==> src/rtl/fetch_pkg.sv <==
`default_nettype none
// ============================================================================
// Module   : fetch_pkg
// Brief    : Shared opcode, FSM encoding and queue entry sizing for the
//            instruction fetch queue. Optional macro: IFQ_JAL_PREDECODE_EN.
// Revision : 1.0
// ============================================================================
package fetch_pkg;

   localparam logic [6:0] OPC_JAL = 7'b1101111;

   typedef enum logic [1:0] {
      IFQ_IDLE = 2'd0,
      IFQ_WAIT = 2'd1,
      IFQ_DROP = 2'd2
   } ifq_state_e;

`ifdef IFQ_JAL_PREDECODE_EN
   localparam int IFQ_PRED_W = 1;
`else
   localparam int IFQ_PRED_W = 0;
`endif

   // Entry layout is {pred_taken (optional), inst, pc}
   function automatic int ifq_entry_w(input int xlen);
      return 2 * xlen + IFQ_PRED_W;
   endfunction

endpackage
`default_nettype wire

==> src/rtl/ifq_ring_buffer.sv <==
`default_nettype none
// ============================================================================
// Module   : ifq_ring_buffer
// Brief    : Power-of-two circular buffer with push, pop, flush and occupancy.
// Revision : 1.0
// ============================================================================
module ifq_ring_buffer #(
   parameter int WIDTH = 64,
   parameter int DEPTH = 8
) (
   input  logic                   clk_in,
   input  logic                   rst_in,
   input  logic                   en_in,
   input  logic                   flush_in,
   input  logic                   push_in,
   input  logic [WIDTH-1:0]       push_data_in,
   input  logic                   pop_in,
   output logic [WIDTH-1:0]       head_data_out,
   output logic [$clog2(DEPTH):0] count_out,
   output logic                   full_out,
   output logic                   empty_out
);

   localparam int PW = $clog2(DEPTH);
   localparam int CW = PW + 1;
   localparam logic [CW-1:0] DEPTH_C = CW'(DEPTH);

   logic [WIDTH-1:0] mem_q [DEPTH];
   logic [PW-1:0]    head_q, head_d;
   logic [PW-1:0]    tail_q, tail_d;
   logic [CW-1:0]    count_q, count_d;
   logic             do_push;
   logic             do_pop;

   assign full_out      = (count_q == DEPTH_C);
   assign empty_out     = (count_q == '0);
   assign count_out     = count_q;
   assign head_data_out = mem_q[head_q];
   assign do_push       = en_in && push_in && !flush_in;
   assign do_pop        = en_in && pop_in && !flush_in && !empty_out;

   always_comb begin
      head_d  = head_q;
      tail_d  = tail_q;
      count_d = count_q;
      if (en_in && flush_in) begin
         head_d  = '0;
         tail_d  = '0;
         count_d = '0;
      end else begin
         if (do_push) tail_d = tail_q + PW'(1);
         if (do_pop)  head_d = head_q + PW'(1);
         case ({do_push, do_pop})
            2'b10:   count_d = count_q + CW'(1);
            2'b01:   count_d = count_q - CW'(1);
            default: count_d = count_q;
         endcase
      end
   end

   always_ff @(posedge clk_in) begin
      if (!rst_in) begin
         head_q  <= '0;
         tail_q  <= '0;
         count_q <= '0;
      end else begin
         head_q  <= head_d;
         tail_q  <= tail_d;
         count_q <= count_d;
      end
   end

   // Storage needs no reset: the head is masked by the owner while empty
   always_ff @(posedge clk_in) begin
      if (do_push) mem_q[tail_q] <= push_data_in;
   end

   a_no_overflow : assert property (@(posedge clk_in) disable iff (!rst_in)
      !(do_push && full_out));

endmodule
`default_nettype wire

==> src/rtl/inst_fetch_queue.sv <==
`default_nettype none
// ============================================================================
// Module   : inst_fetch_queue
// Brief    : PC owner, single-outstanding fetch FSM and DEPTH-entry queue of
//            fetched {inst, pc}. Optional macro: IFQ_JAL_PREDECODE_EN.
// Revision : 1.0
// ============================================================================
module inst_fetch_queue
   import fetch_pkg::*;
#(
   parameter int              XLEN     = 32,
   parameter int              DEPTH    = 8,
   parameter logic [XLEN-1:0] RESET_PC = '0
) (
   input  logic                   clk_in,
   input  logic                   rst_in,
   input  logic                   rdy_in,
   input  logic                   _clear,
   input  logic [XLEN-1:0]        _redirect_pc,
   input  logic                   _fetch_stall,
   output logic                   _mem_req,
   output logic [XLEN-1:0]        _mem_addr,
   input  logic                   _inst_ready_in,
   input  logic [XLEN-1:0]        _inst_in,
   input  logic                   _deq_ready,
   output logic                   _deq_valid,
   output logic [XLEN-1:0]        _deq_inst,
   output logic [XLEN-1:0]        _deq_pc,
   output logic [$clog2(DEPTH):0] _count,
`ifdef IFQ_JAL_PREDECODE_EN
   output logic                   _deq_pred_taken,
`endif
   output logic                   _full
);

   localparam int CW = $clog2(DEPTH) + 1;
   localparam int EW = ifq_entry_w(XLEN);
   localparam logic [CW-1:0]   DEPTH_C = CW'(DEPTH);
   localparam logic [XLEN-1:0] PC_STEP = {{(XLEN-3){1'b0}}, 3'd4};

   ifq_state_e      state_q, state_d;
   logic [XLEN-1:0] pc_q, pc_d;
   logic [XLEN-1:0] mem_addr_q, mem_addr_d;
   logic            mem_req_q, mem_req_d;
   logic [XLEN-1:0] next_pc;
   logic            push;
   logic            pop;
   logic            empty;
   logic [CW-1:0]   count_after_pop;
   logic [EW-1:0]   push_entry;
   logic [EW-1:0]   head_entry;

   assign pop             = !empty && _deq_ready && !_clear;
   assign push            = (state_q == IFQ_WAIT) && _inst_ready_in && !_clear;
   assign count_after_pop = _count - {{(CW-1){1'b0}}, pop};

`ifdef IFQ_JAL_PREDECODE_EN
   logic            is_jal;
   logic [XLEN-1:0] jal_off;
   assign is_jal  = (_inst_in[6:0] == OPC_JAL);
   assign jal_off = {{(XLEN-21){_inst_in[31]}}, _inst_in[31], _inst_in[19:12],
                     _inst_in[20], _inst_in[30:21], 1'b0};
   assign next_pc         = is_jal ? (pc_q + jal_off) : (pc_q + PC_STEP);
   assign push_entry      = {is_jal, _inst_in, pc_q};
   assign _deq_pred_taken = _deq_valid && head_entry[2*XLEN];
`else
   assign next_pc    = pc_q + PC_STEP;
   assign push_entry = {_inst_in, pc_q};
`endif

   always_comb begin
      state_d    = state_q;
      pc_d       = pc_q;
      mem_req_d  = mem_req_q;
      mem_addr_d = mem_addr_q;
      case (state_q)
         IFQ_IDLE: begin
            // Issuing only when a slot is free reserves it for the response
            if (!_clear && !_fetch_stall && (count_after_pop < DEPTH_C)) begin
               state_d    = IFQ_WAIT;
               mem_req_d  = 1'b1;
               mem_addr_d = pc_q;
            end
         end
         IFQ_WAIT: begin
            if (_inst_ready_in) begin
               state_d   = IFQ_IDLE;
               mem_req_d = 1'b0;
               if (!_clear) pc_d = next_pc;
            end else if (_clear) begin
               state_d = IFQ_DROP;
            end
         end
         IFQ_DROP: begin
            if (_inst_ready_in) begin
               state_d   = IFQ_IDLE;
               mem_req_d = 1'b0;
            end
         end
         default: begin
            state_d   = IFQ_IDLE;
            mem_req_d = 1'b0;
         end
      endcase
      if (_clear) pc_d = _redirect_pc;
   end

   always_ff @(posedge clk_in) begin
      if (!rst_in) begin
         state_q    <= IFQ_IDLE;
         pc_q       <= RESET_PC;
         mem_req_q  <= 1'b0;
         mem_addr_q <= RESET_PC;
      end else if (rdy_in) begin
         state_q    <= state_d;
         pc_q       <= pc_d;
         mem_req_q  <= mem_req_d;
         mem_addr_q <= mem_addr_d;
      end
   end

   ifq_ring_buffer #(
      .WIDTH (EW),
      .DEPTH (DEPTH)
   ) u_ring (
      .clk_in        (clk_in),
      .rst_in        (rst_in),
      .en_in         (rdy_in),
      .flush_in      (_clear),
      .push_in       (push),
      .push_data_in  (push_entry),
      .pop_in        (pop),
      .head_data_out (head_entry),
      .count_out     (_count),
      .full_out      (_full),
      .empty_out     (empty)
   );

   assign _mem_req   = mem_req_q;
   assign _mem_addr  = mem_addr_q;
   assign _deq_valid = !empty;
   assign _deq_inst  = _deq_valid ? head_entry[2*XLEN-1:XLEN] : '0;
   assign _deq_pc    = _deq_valid ? head_entry[XLEN-1:0] : '0;

endmodule
`default_nettype wire

==> config.mk <==
export PLATFORM = sky130hd
export DESIGN_NAME = inst_fetch_queue
export DESIGN_NICKNAME = d
export VERILOG_FILES = /design/src/rtl/fetch_pkg.sv /design/src/rtl/ifq_ring_buffer.sv /design/src/rtl/inst_fetch_queue.sv
export SDC_FILE = /design/constraint.sdc
export NUM_CORES = 1
export LEC_CHECK = 0
export BUFFER_PORTS_ARGS = -buffer_cell sky130_fd_sc_hd__buf_2
export CORE_MARGIN = 3
export CORE_UTILIZATION = 32
export CTS_BUF_LIST = sky130_fd_sc_hd__clkbuf_2
export CTS_CLUSTER_DIAMETER = 150
export DETAILED_ROUTE_END_ITERATION = 10
export SYNTH_ARGS = -nofsm -noshare
export SYNTH_HDL_FRONTEND = slang
export SYNTH_SLANG_ARGS = --single-unit
==> constraint.sdc <==
create_clock -name clk_in -period 11.4 [get_ports clk_in]
set_input_delay 2.28 -clock clk_in [delete_from_list [all_inputs] [get_ports clk_in]]
set_output_delay 2.28 -clock clk_in [all_outputs]
set_load 0.01 [all_outputs]
==> results.yml <==
setup_path:
  arrival_ns: 4.41
  path_common_cell: "buf_4"
  start_kind: "flip-flop"
  endpoint_kind: "primary output"
  path_class: "flip-flop to primary output"
  worstPathMaxFanout: 52
  crit_slowest_cell: "buf_4"
  max_stage_delay_ns: 0.76
  crit_buf_inv: 3
  rr_worst_depth: 8
  path_delay_family: "buffers and inverters"
  rrSetupSlack_ns: 8.11
  timing.rr.end: "u_ring.mem_q[4][34]"
  crit_chain: "buf_4 > buf_4 > mux4_2 > mux2i_1 > nor2_1 > buf_2"
  required_ns: 9.12
  r2r-start: "state_q[1]"
timing:
  tns_ns: 0
  worst_slack_ns: 4.71
  final.min_clock_period_ns: 6.69
  finalSetupViolCount: 0
  tightest_slew_ns: 1.20
  whs_ns: 0.465
  fmax_mhz: 149
  fin_crit_sh_pct: 58.7
  clock_skew_ns: 0.0662
  rsz0062_at_grt: "false"
  hold_viol_final: 0
  drv_slew: 0
  maxSlewHeadroom_pct: 20.2
clock_network:
  cts_tree: "done"
  ctsResizeCount: 0
  cts_root_buffer: "clkbuf_2"
  htree_levels: 4
  cts_buffer_depth: 3
  insertion_delay_ns: 1.29
  clkSinkCount: 592
  cts_buffers: 143
  cts_setup_buffers: 0
  clkTransAtPathRegs_ns: 0.10
  hold_buffers: 0
synth:
  ys_warn_count: 0
  synth_top_area_share_pct: 66.2
  synth.distinct_cells: 57
  synth_enable_flop_cells: 512
  synth_most_common_cell: "edfxtp_1"
  yosys.area.top_type: "edfxtp_1"
  synth.top_cells.by_count: "edfxtp_1 (512), mux4_2 (128), nor2_1 (91)"
  synth_area_leaders: "edfxtp_1 (66%), mux4_2 (12%), dfxtp_1 (6.9%), mux2i_1 (2.9%), nor2_1 (1.5%)"
  syn_inst: 1307
  syn_area_per_cell_um2: 17.8
  syn_nets: 1387
  async_flop_share_pct: 0
  yosysSeqAreaShare_pct: 73.0
  synth_area_um2: 23200
  synth-seq-cells: 592
  synth_ff_type: "edfxtp_1"
min_path:
  min-delay-start: "_mem_addr[31]"
  min_to: "_mem_addr[31]"
  hold_depth: 2
  holdCritPathClass: "flip-flop to flip-flop"
route:
  viasPerCell: 4.97
  wl_per_cell_um: 21.0
  drc: 0
  ant_nets: 0
  wl_um: 55000
  drtIter0Drc: 1096
  first_pass_iters: 5
  vias: 13008
power_and_ir_drop:
  irDropWorstVdd_v: 0.0000767
  p_leak_nw: 8.83
  p_per_area_nw_per_um2: 148
global_routing:
  grt_pass1_wl_um: 82200
  first_global_vias: 13314
  grt_usage_pct: 14.6
  grt-ovfl-total: 0
  grt_max_degree: 99
  grt_antenna_before_repair: 5
floorplanning:
  die_h_um: 275
  rows: 98
  die_w_um: 275
  die_area_um2: 75900
  coreArea_um2: 71700
  start_util_pct: 32.4
  io_pins: 174
layout:
  layout-drive-gt1-share_pct: 33.7
  fin_nets: 1643
  syn2layout_area_growth_pct: 14.0
  utilization_pct: 36.9
run_status:
  status: "completed"
place:
  dp_slack_ns: 5.84
  portBuffers: 173
  gp_congestion: 0.760
  hpwl_um: 31100
run:
  maxCapViolations: 0
[routing by layer]
layer	part of all wire [%]	vias up	GRT usage [%]	wire length, µm
li1	-	5810	-	-
met1	43	6626	19.7	23600
met2	48	489	22.8	26400
met3	7.4	81	4.29	4080
met4	1.6	2	4.71	893
met5	0.013	-	0	7
[registers in the layout (all words and copies together), names as in the netlist, named ones only]
name and count:
u_ring.count_out 4, u_ring.tail_q 3, u_ring.head_q 3, u_ring.mem_q 512
_mem_req 1, pc_q 32, _mem_addr 32, state_q 2
[per-stage QoR]
stage,power [mW],instance area [µm²],instances
after floorplan,2.50,23200,1307
after global placement,2.56,25200,2368
after detailed placement,2.57,25200,2368
after CTS,3.96,26500,2608
after global routing,4.10,26500,2613
final,3.91,26500,2616
[kinds of logic (layout without fill, tap and decap cells)]
group	count (synthesis)	in the layout	synth area share, %
flip-flops	592	592	73.0
AND/OR/NAND/NOR	274	274	5.58
multiplexers	198	198	15.4
AO/OA/AOI/OAI	134	134	3.62
buffers and inverters	92	443	1.55
adder cells (fa/ha/maj)	9	9	0.485
XOR/XNOR	8	8	0.301
other	0	8	0
[worst max-delay path by stage]
stage,from,to,cells after the start
final,flip-flop,_deq_pc[22],6
after global routing,flip-flop,_deq_pc[27],5
after CTS,flip-flop,_deq_pc[22],6
after detailed placement,_clear,u_ring.mem_q[4][34],7
after global placement,flip-flop,_deq_pc[22],6
after floorplan,_inst_ready_in,u_ring.mem_q[0][0],6
[layout make-up]
class	instances	area (µm²)
Fill cell	6745	45200
Sequential cell	592	17000
Multi-Input combinational cell	623	5960
Tap cell	950	1190
Timing Repair Buffer	193	1020
Clock buffer	200	1000
Clock inverter	40	273
Inverter	10	37.5
Antenna cell	8	20.0
[where the power goes]
part,leakage (nW),internal (mW),switching (mW),total (mW)
Sequential,5.42,2.36,0.0294,2.39
Combinational,2.44,0.0457,0.0782,0.124
Clock,0.972,0.561,0.828,1.39
[cells in the final DEF, fill, tap and decap left out, types with 9 or more instances in the layout]
cell      count
o21ai_0      56
buf_2       173
buf_4        20
edfxtp_1    512
dfxtp_1      77
mux4_2      128
a21oi_1      22
and2_1       10
clkbuf_2    200
nor2_1       88
nor4_1       10
ha_1          9
nand3_1      41
clkinv_1     23
inv_1        10
nand2_1      68
mux2i_1      68
[worst register-to-register path, cell delays in order, from the launching register on]
cell and delay [ns]:
dfxtp_1 0.35, inv_1 0.09, ha_1 0.19, a21o_1 0.15, and3_1 0.41, inv_1 0.33, nor3_2 0.22, buf_4 0.43
buf_4 0.69
Note: power is estimated with default switching activity, not from simulation.
